`src/rtl/sync_pkg.sv`:
```
// Shared definitions for the worker-side step barrier: state encoding and
// default widths used by sync_worker_agent and barrier_wait_timer.
package sync_pkg;

   // Default width of step counters and num_steps.
   localparam int SYNC_DATA_WIDTH     = 32;
   // Default barrier-wait budget before the stall flag raises.
   localparam int SYNC_TIMEOUT_CYCLES = 1024;
   // Width of the barrier wait counter (independent of DATA_WIDTH).
   localparam int SYNC_WAIT_CNT_W     = 32;

   // Agent state encoding, kept as plain constants for legacy tools.
   localparam logic [2:0] ST_IDLE    = 3'd0;
   localparam logic [2:0] ST_LAUNCH  = 3'd1;
   localparam logic [2:0] ST_BUSY    = 3'd2;
   localparam logic [2:0] ST_BARRIER = 3'd3;
   localparam logic [2:0] ST_DONE    = 3'd4;

endpackage

```
`src/rtl/barrier_wait_timer.sv`:
```
// Saturating barrier wait counter with a sticky timeout flag. The counter
// advances while enabled and clears on release; the flag sets when the count
// reaches TIMEOUT_CYCLES and holds until explicitly cleared.
module barrier_wait_timer
   import sync_pkg::*;
#(
   parameter int CNT_W          = SYNC_WAIT_CNT_W,
   parameter int TIMEOUT_CYCLES = SYNC_TIMEOUT_CYCLES
) (
   input  logic clk,
   input  logic rst,
   input  logic i_en,
   input  logic i_clr_cnt,
   input  logic i_clr_flag,
   output logic o_timeout
);

   localparam bit               TO_EN  = (TIMEOUT_CYCLES != 0);
   localparam logic [CNT_W-1:0] TO_VAL = CNT_W'(TIMEOUT_CYCLES);

   logic [CNT_W-1:0] r_cnt;
   logic [CNT_W-1:0] w_cnt_nxt;
   logic             r_timeout;

   // Next count holds at all-ones so a very long stall cannot wrap to zero.
   always_comb begin
      w_cnt_nxt = (r_cnt == '1) ? r_cnt : r_cnt + 1'b1;
   end

   // Wait counter: clear has priority over counting.
   always_ff @(posedge clk) begin
      if (rst) begin
         r_cnt <= '0;
      end else if (i_clr_cnt) begin
         r_cnt <= '0;
      end else if (i_en) begin
         r_cnt <= w_cnt_nxt;
      end
   end

   // Sticky flag: sets on the edge where the count reaches the budget.
   always_ff @(posedge clk) begin
      if (rst) begin
         r_timeout <= 1'b0;
      end else if (i_clr_flag) begin
         r_timeout <= 1'b0;
      end else if (TO_EN && i_en && (w_cnt_nxt == TO_VAL)) begin
         r_timeout <= 1'b1;
      end
   end

   assign o_timeout = r_timeout;

endmodule

```
`src/rtl/sync_worker_agent.sv`:
```
// Worker-side end of the dual-worker step barrier. Launches one step on the
// local engine, waits for its done pulse, raises finished, and advances only
// once the sync controller reports the partner has finished too (rdy while
// finished). Stops after the latched number of steps.
module sync_worker_agent
   import sync_pkg::*;
#(
   parameter int DATA_WIDTH     = SYNC_DATA_WIDTH,
   parameter int TIMEOUT_CYCLES = SYNC_TIMEOUT_CYCLES
) (
   input  logic                  clk,
   input  logic                  rst,
   input  logic                  start,
   input  logic [DATA_WIDTH-1:0] num_steps,
   input  logic                  rdy,
   output logic                  finished,
   output logic                  eng_start,
   output logic [DATA_WIDTH-1:0] eng_step,
   input  logic                  eng_done,
   output logic                  busy,
   output logic                  all_done,
   output logic [DATA_WIDTH-1:0] step_count,
   output logic                  barrier_timeout
);

   logic [2:0]            r_state;
   logic [DATA_WIDTH-1:0] r_num;
   logic [DATA_WIDTH-1:0] r_count;
   logic [DATA_WIDTH-1:0] r_step;

   logic                  w_idle_like;
   logic                  w_accept;
   logic                  w_in_barrier;
   logic                  w_release;
   logic [DATA_WIDTH-1:0] w_count_inc;

   // Decode of the events that move the sequencer.
   always_comb begin
      w_idle_like  = (r_state == ST_IDLE) || (r_state == ST_DONE);
      w_accept     = w_idle_like && start;
      w_in_barrier = (r_state == ST_BARRIER);
      w_release    = w_in_barrier && rdy;
      w_count_inc  = r_count + 1'b1;
   end

   // Step sequencer: IDLE/DONE -> LAUNCH -> BUSY -> BARRIER -> LAUNCH/DONE.
   always_ff @(posedge clk) begin
      if (rst) begin
         r_state <= ST_IDLE;
         r_num   <= '0;
         r_count <= '0;
         r_step  <= '0;
      end else begin
         case (r_state)
            ST_IDLE, ST_DONE: begin
               if (start) begin
                  r_num   <= num_steps;
                  r_count <= '0;
                  r_step  <= '0;
                  r_state <= (num_steps == '0) ? ST_DONE : ST_LAUNCH;
               end
            end
            ST_LAUNCH: begin
               r_state <= ST_BUSY;
            end
            ST_BUSY: begin
               if (eng_done) begin
                  r_state <= ST_BARRIER;
               end
            end
            ST_BARRIER: begin
               if (rdy) begin
                  r_count <= w_count_inc;
                  r_step  <= r_step + 1'b1;
                  r_state <= (w_count_inc == r_num) ? ST_DONE : ST_LAUNCH;
               end
            end
            default: begin
               r_state <= ST_IDLE;
            end
         endcase
      end
   end

   // Barrier stall watchdog; the count restarts for every step.
   barrier_wait_timer #(
      .CNT_W          (SYNC_WAIT_CNT_W),
      .TIMEOUT_CYCLES (TIMEOUT_CYCLES)
   ) u_timer (
      .clk        (clk),
      .rst        (rst),
      .i_en       (w_in_barrier),
      .i_clr_cnt  (w_release | w_accept),
      .i_clr_flag (w_accept),
      .o_timeout  (barrier_timeout)
   );

   // Outputs decode straight from registered state, so they are glitch-free
   // and finished drops in the cycle after release or reset.
   assign finished   = (r_state == ST_BARRIER);
   assign eng_start  = (r_state == ST_LAUNCH);
   assign busy       = (r_state == ST_LAUNCH) || (r_state == ST_BUSY) ||
                       (r_state == ST_BARRIER);
   assign all_done   = (r_state == ST_DONE);
   assign eng_step   = r_step;
   assign step_count = r_count;

endmodule

```
`config.mk`:
```
export PLATFORM = sky130hd
export DESIGN_NAME = sync_worker_agent
export DESIGN_NICKNAME = d
export VERILOG_FILES = /design/src/rtl/sync_pkg.sv /design/src/rtl/barrier_wait_timer.sv /design/src/rtl/sync_worker_agent.sv
export SDC_FILE = /design/constraint.sdc
export NUM_CORES = 1
export LEC_CHECK = 0
export BUFFER_PORTS_ARGS = -buffer_cell sky130_fd_sc_hd__buf_2
export CORE_MARGIN = 2
export CORE_UTILIZATION = 60
export DETAILED_ROUTE_END_ITERATION = 8
export GPL_ROUTABILITY_DRIVEN = 0
export GPL_TIMING_DRIVEN = 0
export HOLD_SLACK_MARGIN = 0.03
export PLACE_DENSITY = 0.85
export REMOVE_ABC_BUFFERS = 1
export SLEW_MARGIN = 20
export SYNTH_ARGS = -nofsm -noshare
export SYNTH_HDL_FRONTEND = slang
export SYNTH_SLANG_ARGS = --single-unit
```
`constraint.sdc`:
```
create_clock -name clk -period 4.5 [get_ports clk]
set_input_delay 0.225 -clock clk [delete_from_list [all_inputs] [get_ports clk]]
set_output_delay 0.225 -clock clk [all_outputs]
set_load 0.02 [all_outputs]
```
==> summary.md <==
| Metric | Value |
|---|---|
| Maximum clock frequency | 282 MHz |
| Worst endpoint required time | 4.78 ns |
| Initial antenna violation count | 0 |
| First-pass GRT wire length | 30100 µm |
| Design area | 8390 µm² |
| Post-DP Area | 7820 µm² |
| Final wirelength | 18400 µm |
| Commonest register cell after synthesis | dfxtp_1 |
| DRT iter0 DRCs | 701 |
| Final setup vio count | 0 |
| Most Used Layer, Global Route | met2 |
| Endpoint class of the critical path | flop |
| Cell count after synthesis | 956 |
| Fin util | 0.704 |
| Number of synthesized flops with an enable pin | 0 |
| Worst hold margin | 0.0442 ns |
| Power density over the cells | 328 nW/µm² |
| Fraction of layout cells with a size suffix above 1 | 0.153 |
| Peak supply drop | 245 µV |
| CTS root buffer | clkbuf_16 |
| Setup Buffers After CTS | 0 |
| Largest net degree at the start of global routing | 66 |
| Placement Setup Slack | 1.08 ns |
| Worst-Skew Late Latency | 0.43 ns |
| Period utilization | 0.787 |
| Die Ht | 114 µm |
| Startpoint types | flop |
| Met3 Use GR | 0.0641 |
| Post-route insts no fill | 1191 |
| FF+latch count, synth | 132 |
| Clock slew at reported path FFs | 0.06 ns |
| Async S/R FF share, synth | 0 |
| Vias in the first global route | 6253 |
| DR WL/cell | 15.5 µm |
| TNS Setup | 0 ns |
| Most common cell after layout, fill and taps aside | nand2_1 |
| Die W | 114 µm |
| Max Cap Viol | 0 |
| CP Launch Point | step_count[0] |
| Crit path time final | 3.54 ns |
| Fillers | 988 |
| Clock Skews | 0.00461 ns |
| Vias/cell | 5.96 |
| Final HPWL DP | 12700 µm |
| Sequential area share after synthesis | 0.363 |
| Core area | 11900 µm² |
| Total track usage | 0.287 |
| Reg2reg setup slack | 0.96 ns |
| P_leak | 3.24 nW |
| CTS Hold Bufs | 0 |
| Initial Util | 0.611 |
| Outcome | complete, no violations |
| Worst path arrival time | 3.82 ns |
| Final Power | 2.75 mW |
| Critical path endpoint | r_state[0] |
| Clk buf depth | 2 |
| GRT overflow | 0 |
| Drt pass-1 iters | 6 |
| Nets | 1072 |
| Slew Limit Fails | 0 |
| Ports | 106 |
| Worst hold-check path type | input pin to flop |
| RSZ-0062 raised after global routing | false |
| Met2 Resource Use GR | 0.464 |
| Antenna diodes | 0 |
| DRC viols | 0 |
| Setup ws final | 0.958 ns |
| Htree depth | 4 |
| CTS tree | yes |
| Worst-Margin Slew | 0.948 ns |
| IO Port Bufs | 105 |
| # resized after CTS | 0 |
| Placed cells | 1160 |
| Std-Cell Rows | 40 |
| Final Hold Fails | 0 |
| Num CTS Buffers | 17 |
| Die area | 13000 µm² |
| Sink Count | 132 |
| Post-synthesis area per instance | 7.62 µm² |
| RR Startpoint | step_count[0] |
| YS warnings | 0 |
| Rel. slew slack | 0.362 |
| Setup CP Type | flop to flop |
| Routed vias | 7104 |
| Grt met1 use | 0.366 |
| Max FO, Critical Path | 8 |
| R2r endpoint | r_state[0] |
| Most frequent cells in the layout | nand2_1, dfxtp_1, nor2_1 |
| Mapped cell area | 7280 µm² |
| Post-synthesis cell type count | 59 |
| Reg2reg path depth | 9 |
| Area Growth Syn to Fin | 15.2% |
| Remaining antenna violation count | 0 |
-- layer usage --
metal / share of wire / vias to the layer above / wire length [µm]
li1: - / 3510 / -
met1: 0.43 / 3268 / 7970
met2: 0.47 / 274 / 8610
met3: 0.071 / 52 / 1300
met4: 0.028 / 0 / 523
met5: 0 / - / 0
-- synth_stat cells, types with 9 or more instances --
library cell | instances | area share
nor2_1 | 121 | 0.062
a21oi_1 | 70 | 0.048
xor2_1 | 53 | 0.064
nor3_1 | 26 | 0.018
nand3_1 | 48 | 0.033
nand4_1 | 33 | 0.028
and3_1 | 24 | 0.021
o21ai_0 | 41 | 0.028
and2_1 | 11 | 0.0095
buf_2 | 9 | 0.0062
or3_1 | 22 | 0.019
xnor2_1 | 60 | 0.072
nor4_1 | 18 | 0.015
dfxtp_1 | 132 | 0.36
clkbuf_1 | 39 | 0.020
nand2_1 | 146 | 0.075
-- sequential cells by signal (all words and copies together), names as in the netlist --
name,count
eng_step,32
r_num,32
u_timer.o_timeout,1
r_state,3
step_count,32
u_timer.r_cnt,32
-- area by class of cell --
type,count,area (µm²),share of cell area
Inverter,6,22.5,0.00269
Timing Repair Buffer,106,539,0.0643
Clock inverter,9,78.8,0.00940
Clock buffer,22,484,0.0577
Sequential cell,132,2640,0.315
Tap cell,147,184,0.0219
Multi-Input combinational cell,769,4440,0.529
-- power by group --
part           internal [mW]  total, mW  switching, mW
sequential              1.19       1.22         0.0244
combinational         0.0758      0.219          0.144
clock                  0.809       1.31          0.505
total                   2.08       2.75          0.673
-- critical path, cell delays in order (launching register included) --
cell	delay [ns]
dfxtp_1	0.48
ha_1	0.32
nand3_1	0.19
nor4_1	0.85
and3_1	0.33
xnor2_1	0.11
a2111oi_0	0.45
nand4_1	0.15
nor4_1	0.34
a311oi_1	0.15
-- cell families (layout without fill, tap and decap cells) --
kind of cell | count (synthesis) | count (layout) | share of synthesized area
compound gates | 157 | 157 | 0.127
xor+xnor | 113 | 113 | 0.136
fa+ha+maj | 3 | 3 | 0.00516
buf+inv | 55 | 143 | 0.0304
flops | 132 | 132 | 0.363
mux | 5 | 5 | 0.00722
simple gates | 491 | 491 | 0.332
-- worst min-delay path by stage --
stage	startpoint	cells after the start	slack (ns)	endpoint
detailed placement	r_num[29]	2	0.46	r_num[29]
global route	num_steps[18]	3	0.04	r_num[18]
CTS	num_steps[27]	3	0.03	r_num[27]
finish	num_steps[3]	3	0.04	r_num[3]
floorplan	rst	1	0.29	r_num[0]
global placement	r_num[15]	2	0.45	r_num[15]
Note: power is estimated with default switching activity, not from simulation.
